## config.mk

```make
export PLATFORM = sky130hd
export DESIGN_NAME = switch_code_decoder
export DESIGN_NICKNAME = d
export VERILOG_FILES = /design/src/rtl/switch_code_decoder.sv
export SDC_FILE = /design/constraint.sdc
export NUM_CORES = 1
export LEC_CHECK = 0
export CAP_MARGIN = 20
export CORE_ASPECT_RATIO = 1.1
export CORE_UTILIZATION = 33
export CTS_CLUSTER_DIAMETER = 30
export CTS_CLUSTER_SIZE = 25
export DETAILED_ROUTE_END_ITERATION = 10
export PLACE_DENSITY = 0.54
export SKIP_CTS_REPAIR_TIMING = 1
export SLEW_MARGIN = 40
export SYNTH_ARGS = -nofsm -noshare
export SYNTH_HDL_FRONTEND = slang
export SYNTH_SLANG_ARGS = --single-unit
export TNS_END_PERCENT = 30
```

## constraint.sdc

```tcl
create_clock -name clk -period 4.2 [get_ports clk]
set_input_delay 0.84 -clock clk [delete_from_list [all_inputs] [get_ports clk]]
set_output_delay 0.84 -clock clk [all_outputs]
set_load 0.05 [all_outputs]
```

## src/rtl/switch_code_decoder.sv

```systemverilog
// switch_code_decoder
//   Receive-side decoder for the 2-bit switch line code. Symbol 1 carries a
//   0 bit, 3 carries a 1 bit, 0 is idle and 2 is illegal. Data bits are
//   deserialised LSB-first into WIDTH-bit words, and each finished word is
//   offered on a valid/ready output port. Framing errors (idle mid-word) and
//   illegal symbols raise a one-cycle err pulse and bump a saturating counter.
//
// Ports
//   clk        rising-edge clock
//   rst        synchronous active-high reset
//   sym_valid  sym carries a symbol this cycle
//   sym        line symbol (1=bit0, 3=bit1, 0=idle, 2=illegal)
//   sym_ready  decoder accepts a symbol this cycle (IDLE/RECV)
//   out_valid  out_data holds a completed word (HOLD)
//   out_ready  downstream accepts the word
//   out_data   decoded word, bit 0 = first received bit
//   err        one-cycle error pulse (ERR)
//   err_count  saturating error count
//   busy       word partially received or held (RECV/HOLD)
module switch_code_decoder #(
  parameter int WIDTH = 8
) (
  input  logic             clk,
  input  logic             rst,
  input  logic             sym_valid,
  input  logic [1:0]       sym,
  output logic             sym_ready,
  output logic             out_valid,
  input  logic             out_ready,
  output logic [WIDTH-1:0] out_data,
  output logic             err,
  output logic [7:0]       err_count,
  output logic             busy
);

  localparam int CNT_W = $clog2(WIDTH + 1);
  localparam logic [CNT_W-1:0] LAST = CNT_W'(WIDTH - 1);

  typedef enum logic [1:0] {
    S_IDLE,
    S_RECV,
    S_HOLD,
    S_ERR
  } state_t;

  state_t           state, state_nxt;
  logic [WIDTH-1:0] shreg;
  logic [CNT_W-1:0] count;

  logic accepted;
  logic is_data;
  logic is_illegal;
  logic last_bit;
  logic [WIDTH-1:0] shreg_ins;

  // Symbols 1 and 3 both have bit 0 set; bit 1 then carries the data value.
  assign accepted   = sym_valid && sym_ready;
  assign is_data    = sym[0];
  assign is_illegal = (sym == 2'h2);
  assign last_bit   = (count == LAST);
  assign shreg_ins  = shreg | (WIDTH'(sym[1]) << count);

  assign sym_ready = (state == S_IDLE) || (state == S_RECV);
  assign out_valid = (state == S_HOLD);
  assign err       = (state == S_ERR);
  assign busy      = (state == S_RECV) || (state == S_HOLD);

  // NOTE: sequential state uses non-blocking assignments so every register
  // samples pre-edge values, independent of block ordering.
  always_ff @(posedge clk) begin
    if (rst) state <= S_IDLE;
    else     state <= state_nxt;
  end

  // NOTE: state_nxt takes a default before the case so no path leaves it
  // unassigned, which would otherwise infer a latch.
  always_comb begin
    state_nxt = state;
    unique case (state)
      S_IDLE: begin
        if (accepted) begin
          if (is_data)         state_nxt = S_RECV;
          else if (is_illegal) state_nxt = S_ERR;
        end
      end
      S_RECV: begin
        if (accepted) begin
          if (!is_data)      state_nxt = S_ERR;  // idle = framing error
          else if (last_bit) state_nxt = S_HOLD;
        end
      end
      S_HOLD: if (out_ready) state_nxt = S_IDLE;
      S_ERR:  state_nxt = S_IDLE;
      default: state_nxt = S_IDLE;
    endcase
  end

  always_ff @(posedge clk) begin
    if (rst) begin
      shreg     <= '0;
      count     <= '0;
      out_data  <= '0;
      err_count <= '0;
    end else begin
      if (state_nxt == S_ERR && err_count != 8'hFF)
        err_count <= err_count + 8'd1;

      // shreg and count are zero whenever IDLE is entered, so the first
      // bit lands at position 0 through the same insert path as the rest.
      if (accepted && is_data) begin
        if (last_bit) begin
          out_data <= shreg_ins;
          shreg    <= '0;
          count    <= '0;
        end else begin
          shreg <= shreg_ins;
          count <= count + 1'b1;
        end
      end else if (state_nxt == S_ERR || state_nxt == S_IDLE) begin
        shreg <= '0;
        count <= '0;
      end
    end
  end

endmodule

```

# Yosys cells after proc, flatten, opt, wreduce, memory -nomap -nowiden
# Cells that the tools add are included.
[totals]
ff_bits = 30
out_inout_bits = 20
elab_cells = 40
in_bits = 6
[classes]
bitwise = 1
shifts = 1
eq_ne = 7
n_reduce_logical = 10
n_mux = 14
addsub = 2
[ops]
columns = ["cell", "n"]
rows = [
  ["2-to-1 mux 8 bit", 3],
  ["2-to-1 mux 2 bit", 7],
  ["2-to-1 mux 4 bit", 3],
  ["adder 8 x 1 -> 8 bit (second input constant)", 1],
  ["== test 2 bit (second input constant)", 4],
  ["inequality test 8 bit (second input constant)", 1],
  ["OR 8 bit", 1],
  ["one-hot mux 2 bit (4 select lines)", 1],
  ["<< shifter 1 x 4 -> 8 bit", 1],
  ["adder 4 x 1 -> 4 bit (second input constant)", 1],
  ["== test 4 x 3 -> 1 bit (second input constant)", 1],
  ["zero test 2 bit", 2],
  ["logical AND 1 bit", 3],
  ["logical OR 1 bit", 3],
  ["== test 2 x 1 -> 1 bit (second input constant)", 1],
  ["AND reduction 2 bit", 1],
  ["nonzero test 2 bit", 1],
]

# Logic depth before layout (Yosys ltp)
[depth]
ltp_word = 9
mapped_depth = 11
ltp_nobuf = 11

# Least setup slack after synthesis
# Ideal clock, no wire load.
[synth_path]
kind = "flip-flop to flip-flop"
start = "register state[0]"
end = "register shreg[0]"
setup_ps = 92
period_less_slack_ps = 2532
setup_slack_ps = 1668
stages_incl_launch_ff = 11
t_arrival_ps = 2440
n_path_buf = 1
required_time_ps = 4108
cell_sequence = "dfxtp_1 > inv_1 > ha_1 > nor2b_1 > a221o_1 > a31oi_1 > nor2_1 > ha_1 > clkbuf_1 > nand2_1 > o32ai_1"
[synth_rtl]
columns = ["element", "line_no", "rtl"]
rows = [
  ["start: declaration", "46", "state_t state, state_nxt;"],
  ["start signal: assignment", "72", "else state <= state_nxt;"],
  ["== test 2 bit *", "--", ""],
  ["via out_valid", "28", "output logic out_valid,"],
  ["one-hot mux 2 bit (4 select lines) *", "79", "unique case (state)"],
  ["via state_nxt[0]", "46", ""],
  ["== test 2 bit or zero test 2 bit (tied branches)", "119", "end else if (state_nxt == S_ERR || state_nxt == S_IDLE) begin"],
  ["logical OR 1 bit *", "119", ""],
  ["nonzero test 2 bit (no source line) *", "--", ""],
  ["end signal: assignment", "116", "shreg <= shreg_ins;"],
  ["end: declaration", "47", "logic [WIDTH-1:0] shreg;"],
]
# Mark *: on every way through the listed nets, which the timed path passes. The rest lies on a longest branch.
# A chain may end at the register's enable or synchronous reset.

# Final worst setup path
[layout_path]
start = "register state[1]"
end = "output sym_ready"
[layout_between]
elab_chain_cells = 2
[layout_rtl]
columns = ["element", "line_no", "rtl"]
rows = [
  ["== test 2 x 1 -> 1 bit or zero test 2 bit (tied branches)", "63", "assign sym_ready = (state == S_IDLE) || (state == S_RECV);"],
  ["logical OR 1 bit *", "63", ""],
  ["end: declaration", "27", "output logic sym_ready,"],
]
# Mark *: on every way between the ends. The rest lies on a longest branch, timed or not.

==> summary.md <==
| Metric | Value |
|---|---|
| Status | `completed` |
| Antenna violations before repair | `0` |
| Setup Skew | `0.004877 ns` |
| TNS Setup | `0 ns` |
| # nets final | `205` |
| Layout filler cell count | `421` |
| Worst-margin pin slew | `0.5080 ns` |
| Max Freq | `0.3367 GHz` |
| Area leader, netlist | `dfxtp_1` |
| Clk slew on worst S/H paths | `0.06 ns` |
| Critical path class | `register to primary output` |
| Critical Path AT | `2.13 ns` |
| Mean post-synth cell area | `8.849 um^2` |
| Slew HR | `65.65%` |
| P per Cell Area | `537.0 mW/mm^2` |
| Setup violators final | `0` |
| RSZ-0062 raised after global routing | `no` |
| YS warnings | `0` |
| Non-filler instance count after layout | `246` |
| Core Area | `0.004285 mm^2` |
| Inst Count DP | `238` |
| Sequential area share after synthesis | `41.13%` |
| Avg WL per Cell | `12.88 um` |
| Gpl congestion | `0.8575` |
| Max-Cap Viols | `0` |
| Vias in the first global route | `1182` |
| Async set or reset register ratio after synthesis | `0%` |
| PortBufs | `25` |
| First-pass GRT wire length | `5.368 mm` |
| DR pass1 iterations | `4` |
| 1st-iter DRT viols | `64` |
| Root Buffer | `clkbuf_8` |
| Critical path endpoint category | `primary output` |
| Vias per Instance | `5.244` |
| Count leader, synth | `dfxtp_1` |
| Cells after synthesis | `165` |
| # diodes | `0` |
| Ys flop type | `dfxtp_1` |
| Post-synth top cells | `30 x dfxtp_1, 18 x nand2_1, 18 x nor2_1` |
| Worst Setup Start Kind | `register` |
| Die width | `65.42 um` |
| H-tree Lvls | `2` |
| Num CTS Buffers | `5` |
| Total grt overflow | `0` |
| CTS tree | `done` |
| CTS max path bufs | `2` |
| Yosys top cell area share | `41.13%` |
| I/O pins | `26` |
| Area Growth Syn to Fin | `27.33%` |
| Via count | `1290` |
| Full die area | `0.004695 mm^2` |
| Clock sink count | `30` |
| Routed Antenna Nets | `0` |
| Starting density of the core | `34.07%` |
| CP max FO | `7` |
| #FFs+latches synth | `30` |
| Maximum vdd drop | `230.1 uV` |
| Share of cells above drive strength 1 | `7.813%` |
| Flop2flop setup slack | `1.67 ns` |
| Required time of the critical path | `3.36 ns` |
| HP Class | `register to register` |
| DR DRC count | `0` |
| Synthesized Nets | `179` |
| Clock Latency Late Sink | `0.28 ns` |
| Period utilization | `70.71%` |
| All-Layer GR Usage | `14.99%` |
| Post-synthesis cell type count | `39` |
| Minimum clock period | `2.970 ns` |
| Area contributors post-synth | `dfxtp_1 41%, ha_1 6.9%, o32ai_1 4.8%` |
| Drt total wl | `3.169 mm` |
| Fin. max-slew vios | `0` |
| Fin. Hold Viols | `0` |
| Leakage power | `0.0006299 uW` |
| EDFF count, synth | `0` |
| Row cnt | `25` |
| Syn Std Cell Area | `0.001460 mm^2` |
| Chip height | `71.77 um` |
| Overall Power | `998.3 uW` |
| HPWL Detailed | `2.270 mm` |
| Pin count of the biggest net entering global routing | `24` |
[cells in the final DEF, fill, tap and decap left out, types with 3 or more instances in the layout]
master           count
nor2b_1              5
o32ai_1              8
ha_1                 8
nor3_1               5
clkbuf_8             8
o21a_1               3
dfxtp_1             30
a211oi_1             8
a311oi_1             3
a31oi_1              6
inv_1                4
nor2_1              18
a21oi_1             11
nand3_1              6
nand2_1             18
clkdlybuf4s50_1     25
[logic make-up (layout without fill, tap and decap cells)]
family,Yosys count,in the layout,share of synthesized area (%)
flops,30,30,41.13
buf+inv,11,38,3.513
mux,2,2,1.371
fa+ha+maj,8,8,6.855
compound gates,47,47,24.08
xor+xnor,1,1,0.5999
simple gates,66,66,22.45
[critical path: stages (launching register included)]
cell	delay [ns]
dfxtp_1	0.41
inv_1	0.10
ha_1	0.28
or2_2	0.35
clkdlybuf4s50_1	0.71
[where the power goes]
part	leakage, uW	switching [uW]	internal (uW)
Sequential	0.000242	22.5	300
Combinational	0.000330	266	136
Clock	0.0000575	108	165
Total	0.000630	397	602
[sequential cells by signal (all words and copies together) (netlist names)]
name and count:
shreg 8, out_data 8, state 2, err_count 8
count 4
[stage by stage]
| stage | instance area (um^2) | setup slack, ns | hold WS (ns) | util [%] |
|---|---|---|---|---|
| 6_report | 1859 | 1.230 | 0.4681 | 43.39 |
| 4_1_cts | 1859 | 1.228 | 0.4718 | 43.39 |
| 2_1_floorplan | 1460 | 1.668 | 0.4450 | - |
| 3_3_place_gp | 1749 | 1.165 | 0.4543 | 40.82 |
| 5_1_grt | 1859 | 1.135 | 0.4948 | 43.39 |
| 3_5_place_dp | 1749 | 1.120 | 0.4613 | 40.82 |
[final timing paths]
kind	start	to	cells after the start
worst max-delay path	state[1]	sym_ready	4
worst min-delay path	shreg[6]	shreg[6]	2
worst max register to register	state[1]	count[3]	10
worst min register to register	shreg[6]	shreg[6]	2
[area by class of cell]
type	count	area, um^2	share of cell area, %
Tap cell	54	67.56	3.634
Clock buffer	8	110.1	5.922
Timing Repair Buffer	26	257.7	13.86
Inverter	4	15.01	0.8075
Multi-Input combinational cell	124	808.3	43.47
Sequential cell	30	600.6	32.30
[layer usage]
layer	vias to the layer above	routed length (um)	global-route usage (%)
met2	22	1574	25.54
met4	0	65	5.797
met1	593	1418	17.16
met3	7	111	4.936
met5	-	0	0
li1	668	-	-
No activity file was read; power rests on OpenSTA's default activity.
